File: src/rtl/rv32_pkg.sv
// Shared RV32 fetch types and constants used by the fetch stage and its bus bundles.
package rv32_pkg;

  localparam int          XLEN      = 32;
  localparam logic [31:0] NOP_INSTR = 32'h00000013;

  typedef struct packed {
    logic [31:0] instr;
    logic [31:0] pc;
    logic        fault;
  } fetch_entry_t;

endpackage

File: src/rtl/ifetch_unit_if.sv
// Bus bundles for the fetch stage: instruction-memory request/response and decode handshake.
interface imem_if;
  import rv32_pkg::*;

  logic            imem_req;
  logic [XLEN-1:0] imem_addr;
  logic            imem_gnt;
  logic            imem_rvalid;
  logic [XLEN-1:0] imem_rdata;
  logic            imem_err;

  modport master (
    output imem_req, imem_addr,
    input  imem_gnt, imem_rvalid, imem_rdata, imem_err
  );

  modport slave (
    input  imem_req, imem_addr,
    output imem_gnt, imem_rvalid, imem_rdata, imem_err
  );

endinterface

interface id_if;
  import rv32_pkg::*;

  logic            id_valid;
  logic            id_ready;
  logic [XLEN-1:0] id_instr;
  logic [XLEN-1:0] id_pc;
  logic            id_fault;

  modport master (
    output id_valid, id_instr, id_pc, id_fault,
    input  id_ready
  );

  modport slave (
    input  id_valid, id_instr, id_pc, id_fault,
    output id_ready
  );

endinterface

File: src/rtl/ifetch_unit_fetch_fifo.sv
// Small synchronous FIFO with occupancy count, synchronous clear and same-cycle push/pop.
module fetch_fifo #(
  parameter  int WIDTH = 32,
  parameter  int DEPTH = 2,
  localparam int CW    = $clog2(DEPTH + 1),
  localparam int PW    = (DEPTH > 1) ? $clog2(DEPTH) : 1
) (
  input  logic             clk,
  input  logic             rst,
  input  logic             clear_i,
  input  logic             push_i,
  input  logic [WIDTH-1:0] wdata_i,
  input  logic             pop_i,
  output logic [WIDTH-1:0] rdata_o,
  output logic [CW-1:0]    cnt_o
);

  logic [WIDTH-1:0] mem_q [DEPTH];
  logic [PW-1:0]    rptr_q, rptr_d;
  logic [PW-1:0]    wptr_q, wptr_d;
  logic [CW-1:0]    cnt_q, cnt_d;
  logic             do_push, do_pop;

  function automatic logic [PW-1:0] bump(input logic [PW-1:0] p);
    return (p == PW'(DEPTH - 1)) ? '0 : p + PW'(1);
  endfunction

  // A push into a full FIFO is only honoured when the head leaves in the same cycle.
  assign do_pop  = pop_i && (cnt_q != '0);
  assign do_push = push_i && ((cnt_q != CW'(DEPTH)) || do_pop);

  always_comb begin
    rptr_d = rptr_q;
    wptr_d = wptr_q;
    cnt_d  = cnt_q;
    if (do_pop)  rptr_d = bump(rptr_q);
    if (do_push) wptr_d = bump(wptr_q);
    if (do_push && !do_pop)      cnt_d = cnt_q + CW'(1);
    else if (!do_push && do_pop) cnt_d = cnt_q - CW'(1);
    if (clear_i) begin
      rptr_d = '0;
      wptr_d = '0;
      cnt_d  = '0;
    end
  end

  always_ff @(posedge clk) begin
    if (rst) begin
      rptr_q <= '0;
      wptr_q <= '0;
      cnt_q  <= '0;
    end else begin
      rptr_q <= rptr_d;
      wptr_q <= wptr_d;
      cnt_q  <= cnt_d;
    end
  end

  always_ff @(posedge clk) begin
    if (do_push && !clear_i) mem_q[wptr_q] <= wdata_i;
  end

  assign rdata_o = mem_q[rptr_q];
  assign cnt_o   = cnt_q;

endmodule

File: src/rtl/ifetch_unit.sv
// Fetch stage: issues imem requests at the current PC, queues returned instructions in
// order for decode, and discards in-flight fetches on a redirect.
module ifetch_unit
  import rv32_pkg::*;
#(
  parameter int QDEPTH    = 2,
  parameter int MAX_OUTST = 2
) (
  input  logic            clk,
  input  logic            rst,
  input  logic [XLEN-1:0] pc_in,
  output logic            pc_stall,
  input  logic            redirect,
  imem_if.master          imem,
  id_if.master            id
);

  localparam int OW = $clog2(MAX_OUTST + 1);
  localparam int QW = $clog2(QDEPTH + 1);
  localparam int EW = $bits(fetch_entry_t);

  logic [OW-1:0]   outst_q, outst_d;
  logic [OW-1:0]   drop_q, drop_d;
  logic            fblock_q, fblock_d;

  logic [OW-1:0]   live;
  logic [OW-1:0]   tag_cnt;
  logic [XLEN-1:0] tag_head;
  logic [QW-1:0]   q_cnt;
  logic [EW-1:0]   q_head_raw;
  fetch_entry_t    q_head;
  fetch_entry_t    q_wdata;

  logic            id_valid;
  logic            id_pop;
  int              occupancy;
  logic            room_ok;
  logic            credit_ok;
  logic            req;
  logic            accept;
  logic            resp_keep;
  logic            mis_fault;
  logic            q_push;

  assign live     = outst_q - drop_q;
  assign id_valid = (q_cnt != '0);
  assign id_pop   = id_valid && id.id_ready;

  // The entry leaving to decode this cycle frees its slot, which keeps k=1 fetch at 1/cycle.
  assign occupancy = int'(q_cnt) + int'(live) - int'(id_pop);
  assign room_ok   = (occupancy < QDEPTH);
  assign credit_ok = room_ok && (int'(outst_q) < MAX_OUTST);

  assign req       = !rst && !redirect && !fblock_q && (pc_in[1:0] == 2'b00) && credit_ok;
  assign accept    = req && imem.imem_gnt;
  assign resp_keep = imem.imem_rvalid && (drop_q == '0);

  // The fault entry waits until no kept fetch is in flight so the queue stays in program order.
  assign mis_fault = !rst && !redirect && !fblock_q && (pc_in[1:0] != 2'b00) &&
                     room_ok && (live == '0);
  assign q_push    = !redirect && (resp_keep || mis_fault);

  always_comb begin
    q_wdata = '{instr: NOP_INSTR, pc: pc_in, fault: 1'b1};
    if (resp_keep) begin
      q_wdata.instr = imem.imem_err ? NOP_INSTR : imem.imem_rdata;
      q_wdata.pc    = tag_head;
      q_wdata.fault = imem.imem_err;
    end
  end

  always_comb begin
    outst_d  = outst_q;
    drop_d   = drop_q;
    fblock_d = fblock_q;
    if (accept && !imem.imem_rvalid)      outst_d = outst_q + OW'(1);
    else if (!accept && imem.imem_rvalid) outst_d = outst_q - OW'(1);
    if (imem.imem_rvalid && (drop_q != '0)) drop_d = drop_q - OW'(1);
    if ((resp_keep && imem.imem_err) || mis_fault) fblock_d = 1'b1;
    if (redirect) begin
      drop_d   = outst_d;
      fblock_d = 1'b0;
    end
  end

  always_ff @(posedge clk) begin
    if (rst) begin
      outst_q  <= '0;
      drop_q   <= '0;
      fblock_q <= 1'b0;
    end else begin
      outst_q  <= outst_d;
      drop_q   <= drop_d;
      fblock_q <= fblock_d;
    end
  end

  fetch_fifo #(
    .WIDTH (XLEN),
    .DEPTH (MAX_OUTST)
  ) u_tag_fifo (
    .clk     (clk),
    .rst     (rst),
    .clear_i (1'b0),
    .push_i  (accept),
    .wdata_i (pc_in),
    .pop_i   (imem.imem_rvalid),
    .rdata_o (tag_head),
    .cnt_o   (tag_cnt)
  );

  fetch_fifo #(
    .WIDTH (EW),
    .DEPTH (QDEPTH)
  ) u_instr_queue (
    .clk     (clk),
    .rst     (rst),
    .clear_i (redirect),
    .push_i  (q_push),
    .wdata_i (q_wdata),
    .pop_i   (id_pop && !redirect),
    .rdata_o (q_head_raw),
    .cnt_o   (q_cnt)
  );

  assign q_head = fetch_entry_t'(q_head_raw);

  assign imem.imem_req  = req;
  assign imem.imem_addr = pc_in;
  assign pc_stall       = !accept;

  assign id.id_valid = id_valid;
  assign id.id_instr = id_valid ? q_head.instr : '0;
  assign id.id_pc    = id_valid ? q_head.pc    : '0;
  assign id.id_fault = id_valid ? q_head.fault : 1'b0;

  a_rvalid_needs_outst: assert property (@(posedge clk) disable iff (rst)
    imem.imem_rvalid |-> (outst_q != '0));
  a_gnt_needs_req: assert property (@(posedge clk) disable iff (rst)
    imem.imem_gnt |-> req);
  a_tags_track_outst: assert property (@(posedge clk) disable iff (rst)
    tag_cnt == outst_q);

endmodule

File: src/flat_wrapper.sv
// flat-port wrapper written by rule: the top's interface ports become plain ports
module ifetch_unit_flat import rv32_pkg::*;
#(
  parameter int QDEPTH    = 2,
  parameter int MAX_OUTST = 2
)
  (clk, rst, pc_in, pc_stall, redirect, imem_imem_req, imem_imem_addr, imem_imem_gnt, imem_imem_rvalid, imem_imem_rdata, imem_imem_err, id_id_valid, id_id_instr, id_id_pc, id_id_fault, id_id_ready);
  imem_if imem_i ();
  id_if id_i ();
  input  logic clk;
  input  logic rst;
  input  logic [XLEN-1:0] pc_in;
  output logic pc_stall;
  input  logic redirect;
  output wire logic [$bits(imem_i.imem_req)-1:0] imem_imem_req;
  output wire logic [$bits(imem_i.imem_addr)-1:0] imem_imem_addr;
  input wire logic [$bits(imem_i.imem_gnt)-1:0] imem_imem_gnt;
  input wire logic [$bits(imem_i.imem_rvalid)-1:0] imem_imem_rvalid;
  input wire logic [$bits(imem_i.imem_rdata)-1:0] imem_imem_rdata;
  input wire logic [$bits(imem_i.imem_err)-1:0] imem_imem_err;
  output wire logic [$bits(id_i.id_valid)-1:0] id_id_valid;
  output wire logic [$bits(id_i.id_instr)-1:0] id_id_instr;
  output wire logic [$bits(id_i.id_pc)-1:0] id_id_pc;
  output wire logic [$bits(id_i.id_fault)-1:0] id_id_fault;
  input wire logic [$bits(id_i.id_ready)-1:0] id_id_ready;
  assign imem_imem_req = imem_i.imem_req;
  assign imem_imem_addr = imem_i.imem_addr;
  assign imem_i.imem_gnt = imem_imem_gnt;
  assign imem_i.imem_rvalid = imem_imem_rvalid;
  assign imem_i.imem_rdata = imem_imem_rdata;
  assign imem_i.imem_err = imem_imem_err;
  assign id_id_valid = id_i.id_valid;
  assign id_id_instr = id_i.id_instr;
  assign id_id_pc = id_i.id_pc;
  assign id_id_fault = id_i.id_fault;
  assign id_i.id_ready = id_id_ready;
  ifetch_unit #(.QDEPTH(QDEPTH), .MAX_OUTST(MAX_OUTST)) u_core (.clk(clk), .rst(rst), .pc_in(pc_in), .pc_stall(pc_stall), .redirect(redirect), .imem(imem_i), .id(id_i));
endmodule
File: config.mk
export PLATFORM = sky130hd
export DESIGN_NAME = ifetch_unit_flat
export DESIGN_NICKNAME = d
export VERILOG_FILES = /design/src/rtl/rv32_pkg.sv /design/src/rtl/ifetch_unit_if.sv /design/src/rtl/ifetch_unit_fetch_fifo.sv /design/src/rtl/ifetch_unit.sv /design/src/flat_wrapper.sv
export SDC_FILE = /design/constraint.sdc
export NUM_CORES = 1
export LEC_CHECK = 0
export CORE_ASPECT_RATIO = 0.9
export CORE_UTILIZATION = 46
export DETAILED_ROUTE_END_ITERATION = 7
export GPL_TIMING_DRIVEN = 0
export HOLD_SLACK_MARGIN = 0.12
export MAX_ROUTING_LAYER = met4
export PLACE_DENSITY = 0.77
export SLEW_MARGIN = 30
export SYNTH_ARGS = -nofsm -noshare
export SYNTH_HDL_FRONTEND = slang
export SYNTH_HIERARCHICAL = 1
export SYNTH_SLANG_ARGS = --single-unit
export TNS_END_PERCENT = 5
File: constraint.sdc
create_clock -name clk -period 16.25 [get_ports clk]
set_input_delay 1.625 -clock clk [delete_from_list [all_inputs] [get_ports clk]]
set_output_delay 1.625 -clock clk [all_outputs]
set_load 0.02 [all_outputs]
Word-level counts from Yosys, hierarchy flattened
Memories as Yosys holds them, arrays and structs flattened. A register that Yosys moved wholly into a read port is not among the register bits.
Index checks and enable logic that the tools add are counted.
Widths: inputs -> output; s select.
Storage, ports and cells
  register bits after elaboration: 13
  memory bits (writable): 194
  memories: 2
  input port bits: 71
  word-level logic and storage cells: 104
Cells by class
  add/sub/neg operators: 14
  order comparisons: 2
  mux-type cells: 25
  reductions and logical operators: 50
  equal/unequal tests: 2
Memory list
  u_core.u_instr_queue.mem_q: words 2, bits a word 65, read ports 1, clocked after Yosys merged registers in 1, write ports 1, line ifetch_unit_fetch_fifo.sv:18  | logic [WIDTH-1:0] mem_q [DEPTH];
  u_core.u_tag_fifo.mem_q: words 2, bits a word 32, read ports 1, clocked after Yosys merged registers in 1, write ports 1, line ifetch_unit_fetch_fifo.sv:18
Operator list (number)
  $mux 32: 3
  $mux 65: 1
  $lt 32x3->1 const B: 1
  $sub 32x2->32: 1
  $logic_and 1x1->1: 26
  $mux 2: 8
  $reduce_bool 2->1: 7
  $mux 1: 13
  $logic_not 1->1: 9
  $sub 2x1->2 const B: 4
  $add 2x1->2 const B: 3
  $logic_not 2->1: 3
  $add 1x1->1 const B: 4
  $logic_or 1x1->1: 4
  $ne 2x2->1 const B: 2
  $add 2x2->3: 1
  $lt 2x2->1 const B: 1
  $reduce_or 2->1: 1
  $sub 2x2->2: 1

Longest topological paths before layout
  depth after elaboration: 13
  mapped depth: 17
  depth with buffers taken out: 17

By module
Netlist, hierarchy kept.
By module, submodules not included
  fetch_fifo (u_core.u_instr_queue): area an instance 4926.0 um2, times used 1, cells an instance 227
  fetch_fifo (u_core.u_tag_fifo): area an instance 2551.2 um2, times used 1, cells an instance 125
  ifetch_unit: area an instance 1756.7 um2, times used 1, cells an instance 235

Least setup slack after synthesis
Ideal clock, no wire load.
  kind: input port to flip-flop
  from: input id_id_ready
  to: memory u_core/u_instr_queue/mem_q[1][0] (netlist bit), enable pin
  required time: 15.667 ns
  path buffers: 0
  arrival: 8.119 ns
  stages: 10
  path slack: 7.549 ns
  library setup time: 0.583 ns
  path through: and2_1 > ha_1 > nor2_1 > fa_1 > xor2_1 > o32ai_2 > nand4_1 > a21oi_1 > o31ai_4 > nor3b_1
Between the ends
  word-level cells in the longest chain between the ends: 11
  elaborated cells on any way between the ends: 14
  classes of those cells: add/sub: 1; order compare: 1; mux: 2; reduce/logical: 10
Ends and longest elaborated chain
  from (decl): line flat_wrapper.sv:25  | input wire logic [$bits(id_i.id_ready)-1:0] id_id_ready;
  $logic_and 1x1->1: line ifetch_unit.sv:47  | assign id_pop = id_valid && id.id_ready;
  $sub 32x2->32: line ifetch_unit.sv:50  | assign occupancy = int'(q_cnt) + int'(live) - int'(id_pop);
  $lt 32x3->1: line ifetch_unit.sv:51  | assign room_ok = (occupancy < QDEPTH);
  $logic_and 1x1->1: line ifetch_unit.sv:59  | assign mis_fault = !rst && !redirect && !fblock_q && (pc_in[1:0] != 2'b00) &&
  $logic_and 1x1->1: line ifetch_unit.sv:60  | room_ok && (live == '0);
  $logic_or 1x1->1: line ifetch_unit.sv:61  | assign q_push = !redirect && (resp_keep || mis_fault);
  $logic_and 1x1->1: line ifetch_unit.sv:61
  net u_core.q_push: line ifetch_unit.sv:43  | logic q_push;
  $logic_and 1x1->1: line ifetch_unit_fetch_fifo.sv:30  | assign do_push = push_i && ((cnt_q != CW'(DEPTH)) || do_pop);
  $logic_and 1x1->1: line ifetch_unit_fetch_fifo.sv:60  | if (do_push && !clear_i) mem_q[wptr_q] <= wdata_i;
  $mux 1: line ifetch_unit_fetch_fifo.sv:60
  $mux 1 (not written as such): line ifetch_unit_fetch_fifo.sv:60
  to (decl): line ifetch_unit_fetch_fifo.sv:18
The timed path passes the listed nets, and every way through them passes these cells.

Worst setup path in the final report
  from: input id_id_ready
  to: output pc_stall
Between the ends
  word-level cells in the longest chain between the ends: 7
Ends and longest elaborated chain
  $logic_and 1x1->1: line ifetch_unit.sv:47
  $sub 32x2->32: line ifetch_unit.sv:50
  $lt 32x3->1: line ifetch_unit.sv:51
  $logic_and 1x1->1: line ifetch_unit.sv:52  | assign credit_ok = room_ok && (int'(outst_q) < MAX_OUTST);
  $logic_and 1x1->1: line ifetch_unit.sv:54  | assign req = !rst && !redirect && !fblock_q && (pc_in[1:0] == 2'b00) && credit_ok;
  $logic_and 1x1->1: line ifetch_unit.sv:55  | assign accept = req && imem.imem_gnt;
  net u_core.accept: line ifetch_unit.sv:40  | logic accept;
  $logic_not 1->1: line ifetch_unit.sv:130  | assign pc_stall = !accept;
  to (decl): line flat_wrapper.sv:13  | output logic pc_stall;
The timed path passes the listed nets, and every way through them passes these cells.

==> metrics.txt <==
status=finished, final reports clean; Netlist cell types=39; gr ovfl total=0; final antenna diode count=0; Cell Area, Synth=9234 µm²; sequential fraction of the synthesis area=roughly two thirds; Post-Synthesis Cells=587; 1st-pass router iterations=4; Setup TNS=0 ns; CTS tree=yes; post-layout min period=6.001 ns; Metal-1 WL=8127 µm; Yosys warning count=6; PwrDens=104.6 nW/µm²; largest net degree at the start of global routing=18; Crit. End Element=output port; area delta synth->final=32.75%; Hold Crit Class=reg -> reg; IO Pins=approximately 170; root buffer cell=clkbuf_16; Slew headroom=48.71%; wire length on met2=10270 µm; Wirelength per Cell=18.29 µm; GPL Wtd Cong=0.7406; post-CTS setup buffers=0; Longest Clk Path Bufs=3; metal3 WL=763 µm; LEAKAGE=between 0.004 and 0.005 µW; Iteration-0 DRC Markers=~230; Least-Margin Pin Slew=approximately 0.77 ns; clock sinks=209; Max Cap Viol=0; worst path required time=14.62 ns; final hold violation count=0; Int Power=1002 µW; DR vias=approximately 5500; dpl hpwl=about 14000 µm; clk_skew=0.008076 ns; GRT Resource Usage Total=between 15 and 20%; Slew Limit Fails=0; Clk pin slew, worst setup/hold paths=0.06 ns; Via density=~5; final worst setup slack=10.25 ns; post_cts resized=0; Seq pwr share=47.3%; Worst VDD drop=0.00008784 V; PortBufs=170; RSZ-0062 raised after global routing=no; antenna violations before repair=0; crit path kind=in -> out; share of layout cells above drive strength 1=29.59%; final setup vio count=0; share of the synthesized area in the top cell type=63.09%; net switching power=280.3 µW; CP arrival=4.38 ns; Initial Utilization=a little under half; chip width=roughly 150 µm; post-route DRC violation count=0; die area=about 21000 µm²; Final ANT Viol Nets=0; FP Rows=48; NumNets Final=893; Final Cycle Share=36.93%; final WL=just under 20000 µm; CTS Buf Count=23; Setup WS pre-CTS=just over 10 ns; vias in the first global route=5766; main area contributors after synthesis=edfxtp_1 63%, mux2_2 15%, and2_1 6.5%; core area=slightly below 20000 µm²; Die H=136.4 µm; Clock power frac=40.7%; Sw Ratio=21.87%; post-synthesis area per instance=15.73 µm²; uppermost layer routed=met4; combinational power share=12.0%; Fmax=~170 MHz; CP Launch Type=primary input; CTS Hold Buffers Added=0; worst-path fanout max=5; clock latency on the worst-skew pair=just under 0.5 ns; first-pass GRT wire length=30140 µm; htree depth=1; Synth Register Bits=209; largest area contributor in the netlist=edfxtp_1
synth_stat cells:
master    count
a311o_1       1
a311oi_1      1
mux2_1        3
fa_1          1
and4b_1       1
edfxtp_1    194
nand2_2       1
mux2i_1       2
xnor2_1       4
and4b_2       1
nand2_1       5
nor2b_1       3
a31oi_1       2
a21boi_1      2
and2_1       96
buf_4        40
a211oi_1      3
ha_1          7
nor3b_2       1
clkbuf_1     10
inv_1        14
xor2_1        7
nor3_1        8
o21ai_0       4
dfxtp_1      15
nand2b_1      1
nand4_1       2
clkbuf_2      1
nor2_1        9
conb_1        1
buf_1         1
nor3_2        1
o32ai_2       1
or3_1         7
nor3b_1       2
buf_2         5
a21oi_1       1
o31ai_4       2
mux2_2      127
worst paths after layout:
path / startpoint / end / slack (ns) / cells after the start
max: id_id_ready / pc_stall / 10.25 / 10
min reg2reg: u_core/u_instr_queue/wptr_q / u_core/u_instr_queue/wptr_q / 0.51 / 2
max reg2reg: u_core/outst_q[0] / u_core/u_instr_queue/mem_q[1][64] / 11.70 / 16
min: u_core/u_instr_queue/wptr_q / u_core/u_instr_queue/wptr_q / 0.51 / 2
sequential cells by signal, summed over array words and instances (netlist names), named ones only:
register                     flops
u_core/drop_q                    2
u_core/fblock_q                  1
u_core/outst_q                   2
u_core/u_instr_queue/cnt_o       2
u_core/u_instr_queue/mem_q     130
u_core/u_instr_queue/rptr_q      1
u_core/u_instr_queue/wptr_q      1
u_core/u_tag_fifo/cnt_o          2
u_core/u_tag_fifo/mem_q         64
u_core/u_tag_fifo/rptr_q         1
u_core/u_tag_fifo/wptr_q         1
power groups by stage:
stage	combinational (µW)	sequential, µW	clock [µW]
2_1_floorplan	84.0	617	0
3_3_place_gp	145	619	0
3_5_place_dp	154	617	0
4_1_cts	155	606	533
5_1_grt	165	606	552
6_report	154	606	522
metal layers:
layer / track usage (%) / vias up
met3: 2.383 / 41
met5: - / -
met1: 23.92 / 2739
li1: - / 2567
met4: 6.444 / 0
met2: 34.50 / 143
final cells by class:
class / count / area [µm²]
fillers: 1400 / 7141
flip-flops and latches: 209 / 6126
multi-input cells: 313 / 2726
repair buffers: 196 / 1912
clock buffers: 26 / 586.8
plain buffers: 57 / 371.6
well taps: 250 / 312.8
clock inverters: 13 / 170.2
inverters: 14 / 52.55
stage by stage:
step / instances / hold WS [ns] / cell area, µm² / power, µW / util, %
final: 1078 / 0.5101 / 12260 / 1282 / 63.19
after global placement: 1013 / 0.4650 / 11270 / 763.8 / 58.10
after global routing: 1078 / 0.5367 / 12260 / 1323 / 63.19
after detailed placement: 1039 / 0.5002 / 11500 / 771.1 / 59.29
after floorplan: 593 / 0.4555 / 9256 / 701.3 / -
after CTS: 1078 / 0.5085 / 12260 / 1293 / 63.19
placed cells by master, fill, tap and decap left out, types with 2 or more instances in the layout:
cell type	instances
a211oi_1	3
a21boi_1	2
a31oi_1	2
and2_1	96
buf_2	5
buf_4	62
buf_6	4
bufinv_16	4
clkbuf_1	13
clkbuf_16	23
clkdlybuf4s50_1	170
clkinv_2	6
conb_1	7
dfxtp_1	15
edfxtp_1	194
ha_1	7
inv_1	14
mux2_1	3
mux2_2	127
mux2i_1	2
nand2_1	5
nand4_1	2
nor2_1	9
nor2b_1	3
nor3_1	6
nor3_2	3
nor3b_2	3
o21ai_0	4
o31ai_4	2
or3_1	7
xnor2_1	4
xor2_1	7
critical path: stages:
cell             delay (ns)
clkdlybuf4s50_1        0.43
and2_1                 0.16
ha_1                   0.31
nor2_1                 0.06
fa_1                   0.37
xor2_1                 0.18
o32ai_2                0.27
and4b_2                0.37
inv_1                  0.05
clkdlybuf4s50_1        0.53
logic make-up after synthesis:
family	Yosys count	share of synthesized area [%]
multiplexers	132	16.07
AO/OA/AOI/OAI	17	1.653
other	1	0.04061
flip-flops	209	66.34
adder cells (fa/ha/maj)	8	1.165
buffers and inverters	71	4.593
XOR/XNOR	11	1.043
AND/OR/NAND/NOR	138	9.092
Note: power is estimated with default switching activity, not from simulation.
==> RTL change, RTL diff (same settings) <==
`MAX_OUTST` is set to 2 in 2 places; all go to 1.
--- a/src/rtl/ifetch_unit.sv
+++ b/src/rtl/ifetch_unit.sv
@@ -4,7 +4,7 @@
   import rv32_pkg::*;
 #(
   parameter int QDEPTH    = 2,
-  parameter int MAX_OUTST = 2
+  parameter int MAX_OUTST = 1
 ) (
   input  logic            clk,
   input  logic            rst,
--- a/src/flat_wrapper.sv
+++ b/src/flat_wrapper.sv
@@ -2,7 +2,7 @@
 module ifetch_unit_flat import rv32_pkg::*;
 #(
   parameter int QDEPTH    = 2,
-  parameter int MAX_OUTST = 2
+  parameter int MAX_OUTST = 1
 )
   (clk, rst, pc_in, pc_stall, redirect, imem_imem_req, imem_imem_addr, imem_imem_gnt, imem_imem_rvalid, imem_imem_rdata, imem_imem_err, id_id_valid, id_id_instr, id_id_pc, id_id_fault, id_id_ready);
   imem_if imem_i ();
Check against the original RTL: not equivalent (Yosys sat finds a counterexample within 4 cycles, from zero or initial values and one cycle with rst high).
==> RTL change against the unedited design <==
Routed wire length down 20%; combinational power down 21%; clock power decreased by 20%; highest routed layer unchanged; worst setup slack gained 0.057 ns; register-to-register slack got worse by 0.15 ns; sequential cell count is 38 lower; total power fell by 19%; synthesized area is 18% lower; final area decreased by 16%.
==> RTL change: results (changes against the unedited design) <==
metric,value,unit,change
status,completed,,unchanged
WP data arrival,4.32,ns,was 4.38 ns
clk buf depth,2,,was 3
metal2 WL,7886,µm,was 10270 µm
multi-input logic area,2111,µm²,was 2726 µm²
Placed Area,9681,µm²,was 11500 µm²
met1 wire length,6726,µm,was 8127 µm
met2 Usage GRT,33.63,%,was 34.50%
dpl ws,10.33,ns,was 10.27 ns
Worst-Skew Late Latency,0.43,ns,was 0.49 ns
vias in the first global route,4866,,was 5766
Netlist cell types,38,,was 39
Commonest cells post-synth,"edfxtp_1 (162), nand2_1 (98), and2_1 (95)",,"was edfxtp_1 (194), mux2_2 (127), and2_1 (96)"
met3 routed WL,819,µm,was 763 µm
fillers,1205,,was 1400
Synth area leaders,"edfxtp_1 (65%), mux2_2 (9.7%), and2_1 (7.9%), nand2_1 (4.9%), buf_4 (3.7%)",,"was edfxtp_1 (63%), mux2_2 (15%), and2_1 (6.5%), buf_4 (3.3%), dfxtp_1 (3.3%)"
share of cells above drive strength 1,22.69,%,was 29.59%
Routed WL,15730,µm,was 19710 µm
Leak,3.810,nW,was 4.266 nW
placed insts,942,,was 1039
total track usage,20.49,%,was 19.83%
DRT iter0 DRCs,278,,was 234
fin nets,828,,was 893
first-pass GRT wire length,24630,µm,was 30140 µm
HPWL Detailed,11190,µm,was 14190 µm
RTL change: final cells by class:
cell class / instances / share of cell area [%]
flip-flops and latches: 171 / 49.02
multi-input cells: 309 / 20.51
repair buffers: 190 / 18.14
clock buffers: 17 / 4.134
plain buffers: 57 / 3.587
well taps: 207 / 2.517
clock inverters: 15 / 1.799
inverters: 8 / 0.2918
RTL change: cell families after synthesis:
| logic type | Yosys count | share of synthesized area (%) |
|---|---|---|
| fa+ha+maj | 3 | 0.5978 |
| flops | 171 | 66.95 |
| mux | 66 | 9.847 |
| other cells | 1 | 0.04977 |
| compound gates | 10 | 0.9965 |
| buf+inv | 65 | 5.297 |
| simple gates | 222 | 15.56 |
| xor+xnor | 6 | 0.6974 |
RTL change: worst paths after layout:
check                                                   start                           endpoint  slack [ns]  cells past startpoint
worst max-delay path                              id_id_ready                      imem_imem_req       10.31                      8
worst min-delay path              u_core/u_instr_queue/wptr_q        u_core/u_instr_queue/wptr_q        0.53                      2
worst max register to register  u_core/u_instr_queue/cnt_o[0]  u_core/u_instr_queue/mem_q[1][62]       11.55                     16
worst min register to register    u_core/u_instr_queue/wptr_q        u_core/u_instr_queue/wptr_q        0.53                      2
RTL change: power breakdown:
| part | leakage [nW] | switching [W] | total [W] | internal, W |
|---|---|---|---|---|
| Sequential | 1.56 | 0.00000329 | 0.000497 | 0.000494 |
| Clock | 0.302 | 0.000173 | 0.000418 | 0.000245 |
| Combinational | 1.95 | 0.0000593 | 0.000121 | 0.0000613 |
| Total | 3.81 | 0.000236 | 0.00104 | 0.000800 |
RTL change: critical path, stage by stage:
cell and delay, ns:
clkdlybuf4s50_1 0.42, and2_1 0.14, ha_1 0.25, nand2b_1 0.16, fa_1 0.48, nor4b_4 0.28, and4b_2 0.29, clkdlybuf4s50_1 0.66
